[config.mk]
export PLATFORM = sky130hd
export DESIGN_NAME = countdown_sequencer
export DESIGN_NICKNAME = d
export VERILOG_FILES = /design/src/rtl/timer_pkg.sv /design/src/rtl/tick_prescaler.sv /design/src/rtl/countdown_sequencer.sv
export SDC_FILE = /design/constraint.sdc
export NUM_CORES = 1
export LEC_CHECK = 0
export CORE_ASPECT_RATIO = 0.8
export CORE_MARGIN = 3
export CORE_UTILIZATION = 63
export CTS_BUF_LIST = sky130_fd_sc_hd__clkbuf_4 sky130_fd_sc_hd__clkbuf_8 sky130_fd_sc_hd__clkbuf_16
export CTS_CLUSTER_SIZE = 16
export DETAILED_ROUTE_END_ITERATION = 6
export GPL_TIMING_DRIVEN = 1
export PLACE_DENSITY = 0.86
export SLEW_MARGIN = 30
export SYNTH_ARGS = -nofsm -noshare
export SYNTH_HDL_FRONTEND = slang
export SYNTH_HIERARCHICAL = 1
export SYNTH_SLANG_ARGS = --single-unit
[constraint.sdc]
create_clock -name clk -period 5.4 [get_ports clk]
set_input_delay 1.08 -clock clk [delete_from_list [all_inputs] [get_ports clk]]
set_output_delay 1.08 -clock clk [all_outputs]
set_load 0.01 [all_outputs]
[src/rtl/timer_pkg.sv]
// Shared state encoding, time field slices and blink masks
// for the mm:ss countdown timer.
package timer_pkg;

    typedef enum logic [2:0] {
        EDIT_MIN = 3'd0,
        EDIT_SEC = 3'd1,
        RUN      = 3'd2,
        PAUSE    = 3'd3,
        ALERT    = 3'd4
    } state_t;

    localparam int MIN10_HI = 14;
    localparam int MIN10_LO = 12;
    localparam int MIN1_HI  = 11;
    localparam int MIN1_LO  = 8;
    localparam int SEC10_HI = 6;
    localparam int SEC10_LO = 4;
    localparam int SEC1_HI  = 3;
    localparam int SEC1_LO  = 0;

    localparam logic [3:0] MASK_MIN  = 4'b1100;
    localparam logic [3:0] MASK_SEC  = 4'b0011;
    localparam logic [3:0] MASK_ALL  = 4'b1111;
    localparam logic [3:0] MASK_NONE = 4'b0000;

    function automatic logic [3:0] blink_mask(input state_t s);
        logic [3:0] m;
        m = MASK_NONE;
        unique case (s)
            EDIT_MIN: m = MASK_MIN;
            EDIT_SEC: m = MASK_SEC;
            ALERT:    m = MASK_ALL;
            default:  m = MASK_NONE;
        endcase
        return m;
    endfunction

endpackage

[src/rtl/tick_prescaler.sv]
// Free-running divider: counts 0..DIV-1 while enabled and
// flags the terminal count combinationally.
module tick_prescaler #(
    parameter int DIV = 2
) (
    input  logic clk,
    input  logic reset,
    input  logic en,
    input  logic clr,
    output logic tick
);

    localparam int W = (DIV > 1) ? $clog2(DIV) : 1;
    localparam logic [W-1:0] LAST = W'(DIV - 1);

    logic [W-1:0] cnt;

    assign tick = en && (cnt == LAST);

    always_ff @(posedge clk or posedge reset) begin
        if (reset) begin
            cnt <= '0;
        end else if (clr) begin
            cnt <= '0;
        end else if (en) begin
            cnt <= tick ? '0 : cnt + 1'b1;
        end
    end

endmodule

[src/rtl/countdown_sequencer.sv]
// Countdown timer control FSM: edit/run/pause/alert sequencing,
// BCD counter strobes and 7-segment blink masks.
module countdown_sequencer
    import timer_pkg::*;
#(
    parameter int TICK_DIV   = 100_000_000,
    parameter int ALERT_SECS = 10,
    parameter int BLINK_DIV  = 50_000_000
) (
    input  logic        clk,
    input  logic        reset,
    input  logic        btn_mode,
    input  logic        btn_up,
    input  logic        btn_start,
    input  logic        btn_off,
    input  logic [15:0] time_bcd,
    output logic        min_up,
    output logic        sec_up,
    output logic        min_dec,
    output logic        sec_dec,
    output logic        sec_load59,
    output logic        clr,
    output logic        alert,
    output logic [3:0]  blank_mask,
    output logic [2:0]  state
);

    localparam int AW = (ALERT_SECS > 1) ? $clog2(ALERT_SECS) : 1;

    state_t cur, nxt;
    logic   tick, btick, phase, changed;
    logic   time_zero, sec_zero, strobe_q, alert_last;
    logic   presc_en, presc_clr, is_edit;
    logic   n_min_up, n_sec_up, n_min_dec, n_sec_dec;
    logic   n_load59, n_clr;
    logic [AW-1:0] alert_cnt;

    assign time_zero  = (time_bcd == 16'h0000);
    assign sec_zero   = (time_bcd[SEC10_HI:SEC1_LO] == '0);
    assign strobe_q   = min_up | sec_up | min_dec | sec_dec
                      | sec_load59 | clr;
    assign alert_last = (alert_cnt == AW'(ALERT_SECS - 1));
    assign is_edit    = (cur == EDIT_MIN) || (cur == EDIT_SEC);
    assign presc_en   = (cur == RUN) || (cur == ALERT);
    // Entering ALERT restarts the count so silence timing starts fresh.
    assign presc_clr  = is_edit || (nxt == ALERT && cur != ALERT);
    assign changed    = (nxt != cur);

    tick_prescaler #(.DIV(TICK_DIV)) u_tick (
        .clk  (clk),
        .reset(reset),
        .en   (presc_en),
        .clr  (presc_clr),
        .tick (tick)
    );

    tick_prescaler #(.DIV(BLINK_DIV)) u_blink (
        .clk  (clk),
        .reset(reset),
        .en   (1'b1),
        .clr  (changed),
        .tick (btick)
    );

    always_comb begin
        nxt       = cur;
        n_min_up  = 1'b0;
        n_sec_up  = 1'b0;
        n_min_dec = 1'b0;
        n_sec_dec = 1'b0;
        n_load59  = 1'b0;
        n_clr     = 1'b0;
        unique case (cur)
            EDIT_MIN, EDIT_SEC: begin
                if (btn_off) begin
                    n_clr = 1'b1;
                end else if (btn_start) begin
                    if (!time_zero) nxt = RUN;
                end else if (btn_mode) begin
                    nxt = (cur == EDIT_MIN) ? EDIT_SEC : EDIT_MIN;
                end else if (btn_up) begin
                    n_min_up = (cur == EDIT_MIN);
                    n_sec_up = (cur == EDIT_SEC);
                end
            end
            RUN: begin
                if (btn_off) begin
                    n_clr = 1'b1;
                    nxt   = EDIT_MIN;
                end else if (time_zero && !strobe_q) begin
                    // A strobe in flight means time_bcd is still stale.
                    nxt = ALERT;
                end else begin
                    if (btn_start) nxt = PAUSE;
                    if (tick) begin
                        if (!sec_zero) begin
                            n_sec_dec = 1'b1;
                        end else if (!time_zero) begin
                            n_min_dec = 1'b1;
                            n_load59  = 1'b1;
                        end
                    end
                end
            end
            PAUSE: begin
                if (btn_off) begin
                    n_clr = 1'b1;
                    nxt   = EDIT_MIN;
                end else if (btn_start) begin
                    nxt = RUN;
                end else if (btn_mode) begin
                    nxt = EDIT_MIN;
                end
            end
            ALERT: begin
                if (btn_off || (tick && alert_last)) nxt = EDIT_MIN;
            end
            default: nxt = EDIT_MIN;
        endcase
    end

    always_ff @(posedge clk or posedge reset) begin
        if (reset) begin
            cur        <= EDIT_MIN;
            min_up     <= 1'b0;
            sec_up     <= 1'b0;
            min_dec    <= 1'b0;
            sec_dec    <= 1'b0;
            sec_load59 <= 1'b0;
            clr        <= 1'b0;
            alert_cnt  <= '0;
            phase      <= 1'b0;
        end else begin
            cur        <= nxt;
            min_up     <= n_min_up;
            sec_up     <= n_sec_up;
            min_dec    <= n_min_dec;
            sec_dec    <= n_sec_dec;
            sec_load59 <= n_load59;
            clr        <= n_clr;
            if (cur != ALERT) alert_cnt <= '0;
            else if (tick)    alert_cnt <= alert_cnt + 1'b1;
            if (changed)    phase <= 1'b0;
            else if (btick) phase <= ~phase;
        end
    end

    assign alert      = (cur == ALERT);
    assign state      = cur;
    assign blank_mask = phase ? blink_mask(cur) : MASK_NONE;

endmodule

==> impl_metrics.toml <==
[timing]
skew_ps = 5.09
worstMarginPinSlew_ps = 745
fin_ws_ps = 1400
timing.slew.headroom = 0.503
max_freq_ghz = 0.250
rsz0062_at_grt = "no"
period_share = 0.741
slew_violations = 0
final_hold_viol_count = 0
finalSetupViolCount = 0
holdWs_ps = 562
fin_setup_tns_ps = 0
period_minus_slack_ps = 4000

[critical_path]
cpMaxStageDelayCell = "a21oi_1"
endpoint = "u_tick/cnt[21]"
cp.depth = 11
worstPathCellList = "clkdlybuf4s50_1 > nor4_2 > nand3_1 > nor2_1 > nand2_1 > a21oi_1 > o2111ai_1 > nor2_2 > nand4_1 > xor2_1 > nor2_1"
critical_path_buf_inv_count = 1
critPathKind = "primary input to flop"
r2r-end = "u_blink/cnt[5]"
critical_path.most_common_cell = "nor2_1"
crit_path_start_kind = "primary input"
ff2ff_setup_slack_ps = 1890
cp_top_family = "simple AND/OR/NAND/NOR gates"
crit_fanout = 10
r2r_start = "state[1]"
worst_r2r_path_depth = 13
end_kind = "flop"
crit_required_ps = 5620
crit_start = "time_bcd[11]"
cp.arrival_ps = 4210
max_stage_delay_ps = 610

[cts]
cts_hold_buf = 0
insertion_delay_ps = 340
cts-buffers-inserted = 9
post_cts_resized = 0
clk_pin_slew_ps = 70
cts_tree = "yes"
clock-sinks = 66
cts_buffer_depth = 2
post_cts_buffers = 0
h-tree-depth = 3
cts-root-buf = "clkbuf_8"

[logic_synthesis]
yosysTopAreaCell = "dfrtp_1"
yosys_warnings = 6
ys_ff_latch = 66
synth_cell_types = 65
ys_top_cells_by_area = "dfrtp_1, nor2_1, xor2_1"
seq_area_frac_synth = 0.408
synth_common_cells = "nor2_1, dfrtp_1, xor2_1"
synth_edf_count = 0
ys_async_sr_fraction = 1.00
synth_most_common_cell = "nor2_1"
synth_top_area_share = 0.408
yosys_most_used_dff = "dfrtp_1"
syn_inst = 435
syn_avg_cell_area_um2 = 9.32
syn-cell-area_um2 = 4050

[grt]
antenna_found_initial = 0
grt_pass1_wl_mm = 16.0
grt_max_degree = 28
grt_usage = 0.273
grt_pass1_vias = 3301
grt-ovfl-total = 0

[final_layout]
drive_gt1_frac = 0.107
diodes = 0
fin_nets = 491
multi_input_area_um2 = 2190
area_delta_synth_final_pct = 13.3
regArea_um2 = 1650
fin_cells = 550
stdcell_area_um2 = 4590
fill_cells = 430

[detailed_routing]
wl_per_cell_um = 17.0
drt-initial-drc-count = 439
drt_first_pass_iters = 5
wirelength_mm = 9.32
route.detailed.drc = 0
via_per_inst = 6.33
routed-via-count = 3479
top_layer_used = "met4"
m1WireLength_mm = 4.22
ant_nets = 0
met3_length_um = 837
met2_wirelength_mm = 4.14

[placed_design]
dpl-instance-area_um2 = 4350
dp.cells = 534
dp_hpwl_mm = 6.58
gp_congestion = 1.01
io_buffers = 35
pre_cts_slack_ps = 1110

[die]
die_x_um = 95.7
fp-row-count = 25
die_area_um2 = 7440
start_util = 0.668
die_h_um = 77.7
coreArea_um2 = 6070
ios = 36

[status]
status = "complete, no violations"

[pwr]
ir_drop_mv = 0.246
power_density_nw_per_um2 = 238
p_leak_uw = 0.00183

[hold_path]
hp-class = "flop to flop"
whs_path_depth = 2

[job]
maxCapViolCount = 0
[routing by layer]
layer / track usage / vias to the layer above
met5: 0 / -
li1: - / 1596
met3: 0.0688 / 20
met2: 0.411 / 174
met1: 0.395 / 1689
met4: 0.0668 / 0
[registers in the layout, summed over array words and instances, names as in the netlist]
register and cells:
alert_cnt 4, clr 1, min_up 1, phase 1, sec_dec 1, sec_load59 1, sec_up 1, state 3
u_blink/cnt 26, u_tick/cnt 27
[stage by stage]
stage	utilization	total power, µW
2_1_floorplan	-	588
6_report	0.756	1090
5_1_grt	0.756	1130
3_5_place_dp	0.717	613
4_1_cts	0.756	1100
3_3_place_gp	0.717	610
[area by class of cell]
type	count	share of cell area
multi-input combinational	337	0.476
sequential	66	0.360
timing repair buffer	37	0.0796
clock buffer	12	0.0360
tap	81	0.0221
clock inverter	4	0.0158
inverter	13	0.0106
[worst min-delay path by stage]
stage	start	end	slack, ps
floorplan	alert_cnt[3]	alert_cnt[3]	500
global placement	alert_cnt[3]	alert_cnt[3]	530
detailed placement	u_tick/cnt[15]	u_tick/cnt[15]	540
CTS	u_tick/cnt[15]	u_tick/cnt[15]	560
global route	u_blink/cnt[25]	u_blink/cnt[25]	600
finish	u_tick/cnt[15]	u_tick/cnt[15]	560
[layout by cell type, fill, tap and decap left out, drive strengths merged, types with 3 or more instances in the layout]
cell	count
nor2b	4
clkdlybuf4s50	35
nand2	31
and3	6
xor2	31
dfrtp	66
a31oi	3
nand2b	6
xnor2	17
nor4	17
nand3	26
and4	9
nor3	15
o2111ai	3
a21oi	12
a22oi	4
o21ai	3
or2	3
clkbuf	12
nand4	27
and2	4
ha	5
inv	13
nand4b	4
nor2	79
[tightest hold or removal path, delay by kind of cell (launching register included)]
kind	cells	cell delay, ps
xor gates and xnor gates	1	70
and+or+nand+nor	1	70
DFF	1	380
[logic make-up (layout without fill, tap and decap cells)]
logic type	after synthesis	in the layout	share of synthesized area
simple gates	242	242	0.345
mux	1	1	0.00247
xor+xnor	48	48	0.104
flops	66	66	0.408
compound gates	39	39	0.0704
fa+ha+maj	5	5	0.0154
buf+inv	33	66	0.0540
other cells	1	2	0.000925
[where the power goes]
group          internal [µW]  switching, µW
sequential               499           12.1
clock                    297            191
combinational           37.1           56.5
(Power assumes the default switching activity.)
